--- src/rtl/seven_seg_pkg.sv ---
// ============================================================================
// seven_seg_pkg : shared widths and segment patterns for the seconds display
// Revision 1.0
// ============================================================================
`default_nettype none

package seven_seg_pkg;

  localparam int BCD_W = 4;
  localparam int SEG_W = 7;

  localparam logic [BCD_W-1:0] DIGIT_MAX = BCD_W'(9);

  // bit0 = top ... bit5 = upper-left, bit6 = middle
  localparam logic [SEG_W-1:0] SEG_0     = 7'b0111111;
  localparam logic [SEG_W-1:0] SEG_1     = 7'b0000110;
  localparam logic [SEG_W-1:0] SEG_2     = 7'b1011011;
  localparam logic [SEG_W-1:0] SEG_3     = 7'b1001111;
  localparam logic [SEG_W-1:0] SEG_4     = 7'b1100110;
  localparam logic [SEG_W-1:0] SEG_5     = 7'b1101101;
  localparam logic [SEG_W-1:0] SEG_6     = 7'b1111100;
  localparam logic [SEG_W-1:0] SEG_7     = 7'b0000111;
  localparam logic [SEG_W-1:0] SEG_8     = 7'b1111111;
  localparam logic [SEG_W-1:0] SEG_9     = 7'b1100111;
  localparam logic [SEG_W-1:0] SEG_BLANK = 7'b0000000;

endpackage

`default_nettype wire

--- src/rtl/seg7_decode.sv ---
// ============================================================================
// seg7_decode : BCD code to active-high segment pattern, with forced blank
// Revision 1.0
// ============================================================================
`default_nettype none

module seg7_decode
  import seven_seg_pkg::*;
(
  input  logic [BCD_W-1:0] code,
  input  logic             blank,
  output logic [SEG_W-1:0] seg
);

  always_comb begin
    seg = SEG_BLANK;
    if (!blank) begin
      case (code)
        4'd0:    seg = SEG_0;
        4'd1:    seg = SEG_1;
        4'd2:    seg = SEG_2;
        4'd3:    seg = SEG_3;
        4'd4:    seg = SEG_4;
        4'd5:    seg = SEG_5;
        4'd6:    seg = SEG_6;
        4'd7:    seg = SEG_7;
        4'd8:    seg = SEG_8;
        4'd9:    seg = SEG_9;
        default: seg = SEG_BLANK;
      endcase
    end
  end

endmodule

`default_nettype wire

--- src/rtl/seven_segment_counter_mux.sv ---
// ============================================================================
// seven_segment_counter_mux : multi-digit BCD up/down seconds counter with a
// time-multiplexed seven-segment scan.  Revision 1.0
// ============================================================================
`default_nettype none

module seven_segment_counter_mux
  import seven_seg_pkg::*;
#(
  parameter int CLK_DIV     = 100,
  parameter int NUM_DIGITS  = 4,
  parameter int REFRESH_DIV = 16,
  parameter int ACTIVE_LOW  = 0,
  parameter int LZ_BLANK    = 0
) (
  input  logic                          clk,
  input  logic                          reset,
  input  logic                          enable,
  input  logic                          up_down,
  input  logic                          clear,
  output logic [SEG_W-1:0]              led_out,
  output logic [NUM_DIGITS-1:0]         digit_sel,
  output logic [BCD_W*NUM_DIGITS-1:0]   count_bcd,
  output logic                          wrap,
  output logic [SEG_W+NUM_DIGITS-1:0]   io_oeb
);

  localparam int PW = (CLK_DIV > 1)     ? $clog2(CLK_DIV)     : 1;
  localparam int RW = (REFRESH_DIV > 1) ? $clog2(REFRESH_DIV) : 1;
  localparam int SW = (NUM_DIGITS > 1)  ? $clog2(NUM_DIGITS)  : 1;

  localparam logic                  INV       = (ACTIVE_LOW != 0);
  localparam logic [SEG_W-1:0]      SEG_POL   = {SEG_W{INV}};
  localparam logic [NUM_DIGITS-1:0] SEL_POL   = {NUM_DIGITS{INV}};
  localparam logic [NUM_DIGITS-1:0] SEL_RESET = NUM_DIGITS'(1) ^ SEL_POL;

  logic [PW-1:0]         prescale;
  logic                  tick;
  logic [BCD_W-1:0]      digits      [NUM_DIGITS];
  logic [BCD_W-1:0]      digits_next [NUM_DIGITS];
  logic                  ripple_out;
  logic [RW-1:0]         refresh;
  logic                  refresh_done;
  logic [SW-1:0]         scan_idx;
  logic [NUM_DIGITS-1:0] blank_mask;
  logic [NUM_DIGITS-1:0] sel_onehot;
  logic [BCD_W-1:0]      shown_code;
  logic                  shown_blank;
  logic [SEG_W-1:0]      seg;

  assign tick   = enable && (prescale == PW'(CLK_DIV - 1));
  assign io_oeb = '0;

  always_ff @(posedge clk or posedge reset) begin
    if (reset) begin
      prescale <= '0;
    end else if (clear) begin
      prescale <= '0;
    end else if (enable) begin
      prescale <= tick ? '0 : prescale + PW'(1);
    end
  end

  // Carry/borrow ripples upward; surviving past the top digit means a wrap.
  always_comb begin
    logic ripple;
    ripple = 1'b1;
    for (int i = 0; i < NUM_DIGITS; i++) begin
      digits_next[i] = digits[i];
      if (ripple) begin
        if (up_down) begin
          if (digits[i] == DIGIT_MAX) begin
            digits_next[i] = '0;
          end else begin
            digits_next[i] = digits[i] + BCD_W'(1);
            ripple         = 1'b0;
          end
        end else begin
          if (digits[i] == '0) begin
            digits_next[i] = DIGIT_MAX;
          end else begin
            digits_next[i] = digits[i] - BCD_W'(1);
            ripple         = 1'b0;
          end
        end
      end
    end
    ripple_out = ripple;
  end

  always_ff @(posedge clk or posedge reset) begin
    if (reset) begin
      for (int i = 0; i < NUM_DIGITS; i++) digits[i] <= '0;
      wrap <= 1'b0;
    end else begin
      wrap <= 1'b0;
      if (clear) begin
        for (int i = 0; i < NUM_DIGITS; i++) digits[i] <= '0;
      end else if (tick) begin
        for (int i = 0; i < NUM_DIGITS; i++) digits[i] <= digits_next[i];
        wrap <= ripple_out;
      end
    end
  end

  always_comb begin
    count_bcd = '0;
    for (int i = 0; i < NUM_DIGITS; i++) count_bcd[i*BCD_W +: BCD_W] = digits[i];
  end

  assign refresh_done = (refresh == RW'(REFRESH_DIV - 1));

  always_ff @(posedge clk or posedge reset) begin
    if (reset) begin
      refresh  <= '0;
      scan_idx <= '0;
    end else begin
      refresh <= refresh_done ? '0 : refresh + RW'(1);
      if (refresh_done) begin
        scan_idx <= (scan_idx == SW'(NUM_DIGITS - 1)) ? '0 : scan_idx + SW'(1);
      end
    end
  end

  // A digit above 0 is blank when it and everything above it reads zero.
  always_comb begin
    logic higher_zero;
    higher_zero = 1'b1;
    blank_mask  = '0;
    for (int i = NUM_DIGITS - 1; i >= 1; i--) begin
      higher_zero   = higher_zero && (digits[i] == '0);
      blank_mask[i] = (LZ_BLANK != 0) && higher_zero;
    end
  end

  always_comb begin
    shown_code  = '0;
    shown_blank = 1'b0;
    sel_onehot  = '0;
    for (int i = 0; i < NUM_DIGITS; i++) begin
      if (scan_idx == SW'(i)) begin
        shown_code    = digits[i];
        shown_blank   = blank_mask[i];
        sel_onehot[i] = 1'b1;
      end
    end
  end

  seg7_decode u_decode (
    .code  (shown_code),
    .blank (shown_blank),
    .seg   (seg)
  );

  // Select and segments share one register stage so they never skew.
  always_ff @(posedge clk or posedge reset) begin
    if (reset) begin
      led_out   <= SEG_0 ^ SEG_POL;
      digit_sel <= SEL_RESET;
    end else begin
      led_out   <= seg ^ SEG_POL;
      digit_sel <= sel_onehot ^ SEL_POL;
    end
  end

endmodule

`default_nettype wire

--- config.mk ---
export PLATFORM = sky130hd
export DESIGN_NAME = seven_segment_counter_mux
export DESIGN_NICKNAME = d
export VERILOG_FILES = /design/src/rtl/seven_seg_pkg.sv /design/src/rtl/seg7_decode.sv /design/src/rtl/seven_segment_counter_mux.sv
export SDC_FILE = /design/constraint.sdc
export NUM_CORES = 1
export LEC_CHECK = 0
export ABC_AREA = 1
export CAP_MARGIN = 10
export CORE_MARGIN = 2
export CORE_UTILIZATION = 55
export DETAILED_ROUTE_END_ITERATION = 12
export PLACE_DENSITY_LB_ADDON = 0.3
export SLEW_MARGIN = 10
export SYNTH_ARGS = -nofsm -noshare
export SYNTH_HDL_FRONTEND = slang
export SYNTH_HIERARCHICAL = 1
export SYNTH_SLANG_ARGS = --single-unit
--- constraint.sdc ---
create_clock -name clk -period 2 [get_ports clk]
set_input_delay 0.2 -clock clk [delete_from_list [all_inputs] [get_ports clk]]
set_output_delay 0.2 -clock clk [all_outputs]
set_load 0.01 [all_outputs]
; ---- Word-level counts from Yosys, hierarchy flattened
; Memories as Yosys holds them, arrays and structs flattened. A register that Yosys moved wholly into a read port is not among the register bits.
; Cells that the tools add are included.
[classes]
n_addsub = 11
n_reduce_logical = 14
muxes = 47
eq_ne = 9
[ops]
columns = op, n
row1 = 4-bit two-way mux, 20
row2 = 16-bit two-way mux, 2
row3 = 1-bit two-way mux, 21
row4 = 7-bit two-way mux, 3
row5 = 4-bit by 1-bit adder with 4-bit output (second input constant), 5
row6 = 4-bit == test (second input constant), 5
row7 = 4-bit logical NOT, 4
row8 = 4-bit by 1-bit subtractor with 4-bit output (second input constant), 4
row9 = 2-bit nonzero test, 5
row10 = 7-bit by 1-bit adder with 7-bit output (second input constant), 1
row11 = 7-bit == test (second input constant), 1
row12 = 2-bit AND reduction, 3
row13 = 2-bit == test (second input constant), 2
row14 = 2-bit by 1-bit adder with 2-bit output (second input constant), 1
row15 = 2-bit by 1-bit == test with 1-bit output (second input constant), 1
row16 = 2-bit logical NOT, 1
row17 = 2-bit two-way mux, 1
row18 = 1-bit logical AND, 1
[word_totals]
word_cells = 91
reg_bits = 34
mem_bits_ro = 112
input_bits = 5
mem_count = 1
[memory_table]
columns = memory, depth, width, rd, rd_clocked_by_memory_dff, wr, line
row1 = (name not given), 16, 7, 1, 1, 0, seg7_decode.sv:18  ; case (code)

; ---- Longest topological paths before layout
; Gate-level depths: netlist of run 1.
[logic_depth]
ltp_word = 8
ltp_mapped = 12
mapped_depth_nobuf = 12

; ---- Hierarchy
; Netlist of run 1, hierarchy kept.
[by_module_without_submodules]
columns = mod, area_per_inst_um2, seq_area_each_um2, cells_each, instances
row1 = seven_segment_counter_mux, 2725.1, 1034.7, 351, 1
row2 = seg7_decode, 177.7, 0.0, 37, 1

; ---- Worst setup path after synthesis of run 1
; Ideal clock, no wire load.
[synth_path]
path_type = register to register
from = reg scan_idx[0]
to = reg led_out[3]
t_required_ns = 1.925
setup_time_ns = 0.075
t_arrival_ns = 1.794
slack_ns = 0.131
synth_period_minus_slack_ns = 1.869
path_stages_with_launch = 13
cell_sequence = dfrtp_1 inv_1 ha_1 inv_1 o21ai_0 o211ai_1 a22oi_1 inv_1 ha_1 nand2_1 inv_1 nor2_1 nor2_1
[synth_via]
elab_chain_len = 5
[synth_rtl]
columns = element, line
row1 = from (decl), seven_segment_counter_mux.sv:44  ; logic [SW-1:0] scan_idx;
row2 = from (signal assigned), seven_segment_counter_mux.sv:120  ; scan_idx <= (scan_idx == SW'(NUM_DIGITS - 1)) ? '0 : scan_idx + SW'(1);
row3 = 2-bit logical NOT, seven_segment_counter_mux.sv:141  ; if (scan_idx == SW'(i)) begin
row4 = 4-bit two-way mux (3 in a row), seven_segment_counter_mux.sv:141
row5 = 4-bit two-way mux (*), seven_segment_counter_mux.sv:141
row6 = net shown_code[0], seven_segment_counter_mux.sv:47  ; logic [BCD_W-1:0] shown_code;
row7 = to (decl), seven_segment_counter_mux.sv:21  ; output logic [SEG_W-1:0] led_out,
; The timed path passes the listed nets; every way through them passes the cells marked *.
; A chain may end at the register's enable or synchronous reset.

; ---- Worst setup path after layout of run 1
[layout_path]
from = reg scan_idx[1]
to = reg led_out[6]
; Same word-level chain as after synthesis.

==> impl_metrics.ini, run 1 <==
[synth]
async_reset_ff_share_pct = 100
synth.largest_area_cell = dfrtp_1
syn_avg_cell_area_um2 = 7.48
seq_area_frac_synth_pct = 35.6
netlist_top_cells_count = nand2_1, inv_1, nor2_1
synth_warnings = 6
synth_cells = 388
synthFlopType = dfrtp_1
synthDistinctLibCells = 30
synthMostInstantiatedCell = nand2_1
synth-edff-count = 0
synth_top_area_share_pct = 29.3
synth-seq-cells = 41
synthTopCellsByArea = dfrtp_1, ha_1, nand2_1
synth_area_um2 = 2900

[worst_setup_path]
cp_max_fo = 4
cp_data_arrival_time_ns = 2.03
required_ns = 2.20
cp-start-kind = flip-flop
path_class = reg2reg
cp-end-kind = flip-flop

[finish]
fin_area_um2 = 3490
final_nets = 463
drive_gt1_share_pct = 15.7
postLayoutCoreUtil_pct = 68.3
num-fill-cells = 446
n_antenna_cell = 0
regArea_um2 = 1040
multi_input_area_um2 = 1620
area_growth_pct = 20.1
final_cells = 504

[die]
pin_count = 44
die_w_um = 76.7
dieArea_um2 = 5880
rows = 26
initial_utilization_pct = 56.8
fp.dieH_um = 76.7
coreArea_um2 = 5110

[detailed_routing]
via_count = 2578
wirelength_mm = 6.20
dr.pass1.iters = 5
wl_per_cell_um = 12.3
postRouteAntennaNets = 0
drc_errors = 0
drt_iter0_drc = 135
vias_per_cell = 5.12

[sta]
hold_slack_ns = 0.303
worst_pin_slew_ns = 0.513
finalClockSkew_ns = 0.00680
rsz0062_at_grt = no
drv_slew = 0
period_minus_slack_ns = 1.84
hold_violations = 0
fin_tns_setup_ns = 0
max_freq_mhz = 544
finalSetupViolCount = 0
max_slew_margin_pct = 65.8
finalCritPeriodShare_pct = 91.9

[cts]
cts_buffers = 5
path_clk_slew_ns = 0.09
clock_latency_ns = 0.31
cts_buffer_depth = 2
cts_max_level = 2
cts_tree = yes
hold_buffers = 0
cts_root_buf = clkbuf_8
cts_sinks = 41

[power]
powerDensity_nw_per_um2 = 548
seq_power_share_pct = 47.1
swShare_pct = 28.7
switchingPower_mw = 0.548
combPwrFrac_pct = 16.7
p_int_mw = 1.36
p_leak_nw = 1.71
irDropWorstVdd_uv = 372
clkPwrFrac_pct = 36.2

[global_routing]
grt_first_pass_wirelength_mm = 10.7
overflow = 0
track_usage_pct = 22.5
grt_pass1_vias = 2465
antenna_found_initial = 0
grt_max_degree = 42

[status]
status = completed

[run]
max-cap-violations = 0

[placed_design]
dp_cells = 492
postPlaceCellArea_um2 = 3290
place_congestion = 0.875
port_buffers = 32
dp_hpwl_mm = 4.44

[hold_path]
hp-class = in2async
==> final timing paths <==
kind | cells past startpoint | to | from | slack, ns
setup / recovery | 13 | led_out[6]$_DFF_PP0_ | scan_idx[1]$_DFFE_PP0N_ | 0.16
hold / removal | 3 | refresh[2]$_DFF_PP0_ | reset | 0.30
setup reg to reg | 13 | led_out[6]$_DFF_PP0_ | scan_idx[1]$_DFFE_PP0N_ | 0.16
hold reg to reg | 1 | refresh[3]$_DFF_PP0_ | refresh[3]$_DFF_PP0_ | 0.49
max in group asynchronous | 3 | led_out[4]$_DFF_PP1_ | reset | 1.32
min in group clk | 1 | refresh[3]$_DFF_PP0_ | refresh[3]$_DFF_PP0_ | 0.49
==> routing by layer <==
layer	routed length [um]	global-route usage (%)
met4	97	9.09
met2	3160	39.3
met3	289	4.59
met1	2650	27.1
met5	0	0
==> worst max-delay path, cell delays in order (launching register included) <==
cell and delay, ns:
dfrtp_1 0.40, inv_2 0.12, ha_4 0.15, inv_2 0.04, o21ai_1 0.12, o211ai_1 0.12
a22oi_2 0.21, buf_4 0.17, ha_4 0.12, inv_1 0.03, nand2_1 0.04, nand2_1 0.06
nor2_1 0.10, nor2_1 0.05
==> timing repair <==
item | 4_1_cts | 5_1_grt
setup endpoints to repair | 0 | 7
buffers inserted | 0 | 4
gates resized for setup | 0 | 20
==> stage by stage <==
stage / power, mW / setup slack [ns]
floorplan: 1.15 / 0.131
global placement: 1.23 / 0.164
global route: 2.00 / 0.0138
detailed placement: 1.23 / 0.0743
finish: 1.91 / 0.162
CTS: 1.92 / 0.0332
==> cell type report <==
type	count	share of cell area (%)
timing repair buffer	46	12.2
sequential	41	29.7
clock inverter	3	1.33
inverter	54	5.81
tap	70	2.51
multi-input combinational	285	46.4
clock buffer	5	1.97
==> power groups by stage <==
stage | registers [mW] | logic, mW | clock network (mW)
after global routing | 0.906 | 0.367 | 0.731
final | 0.900 | 0.319 | 0.691
after detailed placement | 0.916 | 0.318 | 0
after global placement | 0.915 | 0.311 | 0
after floorplan | 0.911 | 0.237 | 0
after CTS | 0.899 | 0.320 | 0.699
==> registers in the layout, indices dropped and copies added (netlist names) <==
signal and count:
count_bcd 16, led_out 7, prescale 7, scan_idx 2, digit_sel 4, wrap 1, refresh 4
==> cell families (layout without fill, tap and decap cells) <==
family | Yosys count | after routing | share of synthesized area [%]
AND/OR/NAND/NOR | 187 | 187 | 29.1
buffers and inverters | 74 | 108 | 11.9
AO/OA/AOI/OAI | 51 | 51 | 9.66
flip-flops | 41 | 41 | 35.6
adder cells (fa/ha/maj) | 25 | 25 | 10.8
XOR/XNOR | 9 | 9 | 2.72
other | 1 | 13 | 0.129
==> layout by cell type, fill, tap and decap left out, types with 3 or more instances in the layout <==
cell / count
nand2_2: 7
ha_4: 3
inv_2: 13
nand2_1: 78
nor2_2: 4
nor2_4: 3
clkdlybuf4s50_1: 32
ha_1: 20
clkbuf_8: 5
nand3_1: 41
o21ai_1: 6
o211ai_1: 4
nor2_1: 43
xor2_1: 7
o21ai_0: 22
buf_4: 14
conb_1: 13
nand4_1: 6
dfstp_2: 7
dfrtp_1: 33
a21oi_1: 12
inv_1: 41
(Power assumes the default switching activity.)
==> inputs of run 2 (changes only) <==
- clock period: 2 -> 1.97 ns (I/O delays scaled with it)
==> impl_metrics.ini, run 2 (synthesis gave the netlist of run 1 again) <==
[finish]
final_nets = 465
area_growth_pct = 21.6
n_antenna_cell = 0
drive_gt1_share_pct = 17.4
mostFrequentLayoutCells = nand2_1, nor2_1, nand3_1, inv_1, dfrtp_1
final_common_cell = nand2_1
largest_register_ffs = 16

[placed_design]
port_buffers = 32
dp_hpwl_mm = 4.47
place_congestion = 0.873

[cts]
cts_root_buf = clkbuf_8
hold_buffers = 0
clock_latency_ns = 0.30
cts_tree = yes
cts_buffer_depth = 2
path_clk_slew_ns = 0.09
cts_max_level = 2
cts_sinks = 41
cts_buffers = 5

[worst_setup_path]
r2r_cells = 12
cp_max_fo = 4
cpMaxStageDelayCell = dfrtp_1
path_cells = inv_2 > ha_4 > inv_4 > o21ai_2 > o211ai_1 > a22oi_2 > inv_2 > ha_1 > nand2_1 > inv_1 > nor2_1 > nor2_1
cp_data_arrival_time_ns = 2.14
cp_num_buf_inv = 4
rr_endpoint = led_out[3]$_DFF_PP1_
path_class = reg2reg
cp-end-kind = flip-flop
critPathTopFamily = compound AO/OA/AOI/OAI gates
regToRegStartpoint = scan_idx[0]$_DFFE_PP0N_
path_depth = 12
required_ns = 2.21
slowest_delay_ns = 0.44
r2r_slack_ns = 0.06
cp-start-kind = flip-flop

[detailed_routing]
wirelength_mm = 6.30
drc_errors = 0
wl_per_cell_um = 12.5
vias_per_cell = 5.18
postRouteAntennaNets = 0
via_count = 2623
dr.pass1.iters = 4
drt_iter0_drc = 179

[sta]
drv_slew = 0
rsz0062_at_grt = yes
max_freq_mhz = 525
finalCritPeriodShare_pct = 96.7
finalClockSkew_ns = 0.00683
period_minus_slack_ns = 1.91
finalSetupViolCount = 0
hold_violations = 0
hold_slack_ns = 0.323
max_slew_margin_pct = 64.9
worst_pin_slew_ns = 0.526

[hold_path]
hp-class = in2async

[global_routing]
overflow = 0
grt_pass1_vias = 2426
track_usage_pct = 22.1
grt_max_degree = 42
antenna_found_initial = 0
grt_first_pass_wirelength_mm = 10.5

[run]
max-cap-violations = 0

[power]
irDropWorstVdd_uv = 376
power_mw = 1.95
p_leak_nw = 1.72
powerDensity_nw_per_um2 = 551

[die]
rows = 26
die_w_um = 76.7
dieArea_um2 = 5880
fp.dieH_um = 76.7
pin_count = 44
coreArea_um2 = 5110
initial_utilization_pct = 56.8

[status]
status = completed
## run 2: cell types whose count changed in the layout (fill, tap and decap cells not counted), sizes merged
cell | previous run | this run
buf | 14 | 16
## run 2: power by group
part / internal, mW / switching (mW) / total [mW]
Clock: 0.380 / 0.320 / 0.700
Sequential: 0.873 / 0.0365 / 0.909
Combinational: 0.134 / 0.202 / 0.336
Total: 1.39 / 0.558 / 1.95
## run 2: how the worst max path moves through the flow
stage / from / to / slack [ns]
after floorplan: scan_idx[0]$_DFFE_PP0N_ / led_out[3]$_DFF_PP1_ / 0.10
after global placement: scan_idx[0]$_DFFE_PP0N_ / led_out[3]$_DFF_PP1_ / 0.13
after detailed placement: scan_idx[0]$_DFFE_PP0N_ / led_out[0]$_DFF_PP1_ / 0.04
after CTS: scan_idx[0]$_DFFE_PP0N_ / led_out[6]$_DFF_PP0_ / 0.001
after global routing: scan_idx[0]$_DFFE_PP0N_ / led_out[3]$_DFF_PP1_ / -0.04
final: scan_idx[0]$_DFFE_PP0N_ / led_out[3]$_DFF_PP1_ / 0.06
## run 2: worst reg2reg max path: cells and delay by family (launching register included)
kind	cells	cell delay [ns]
AO/OA/AOI/OAI	3	0.47
adder cells (fa/ha/maj)	2	0.44
flip-flops	1	0.44
buffers and inverters	4	0.29
AND/OR/NAND/NOR	3	0.21
## run 2: metal layers
metal | up-vias | track usage, % | routed length [um]
met1 | 1209 | 26.1 | 2640
met5 | - | 0 | 0
met3 | 20 | 4.59 | 307
met4 | 0 | 10.2 | 187
met2 | 82 | 38.7 | 3170
li1 | 1312 | - | -
## run 2: layout make-up
type	count	area [um^2]
Tap cell	70	87.6
Inverter	54	205
Multi-Input combinational cell	285	1640
Fill cell	429	1580
Clock buffer	5	68.8
Clock inverter	3	46.3
Sequential cell	41	1030
Timing Repair Buffer	48	444
## run 2: timing repair
item	CTS	global route
setup buffers	0	5
setup endpoints to repair	3	7
endpoints found under the hold margin	0	0
gates resized for setup	1	27
pin swaps	0	2
## run 2: per-stage QoR
| step | utilization, % | worst slack, ns | area, um^2 | TNS, ns | instances |
|---|---|---|---|---|---|
| 5_1_grt | 69.1 | -0.0437 | 3530 | -0.118 | 506 |
| 3_3_place_gp | 64.5 | 0.135 | 3290 | 0 | 493 |
| 2_1_floorplan | - | 0.101 | 2950 | 0 | 400 |
| 4_1_cts | 66.9 | 0.00141 | 3410 | 0 | 501 |
| 6_report | 69.1 | 0.0647 | 3530 | 0 | 506 |
| 3_5_place_dp | 64.5 | 0.0395 | 3290 | 0 | 493 |
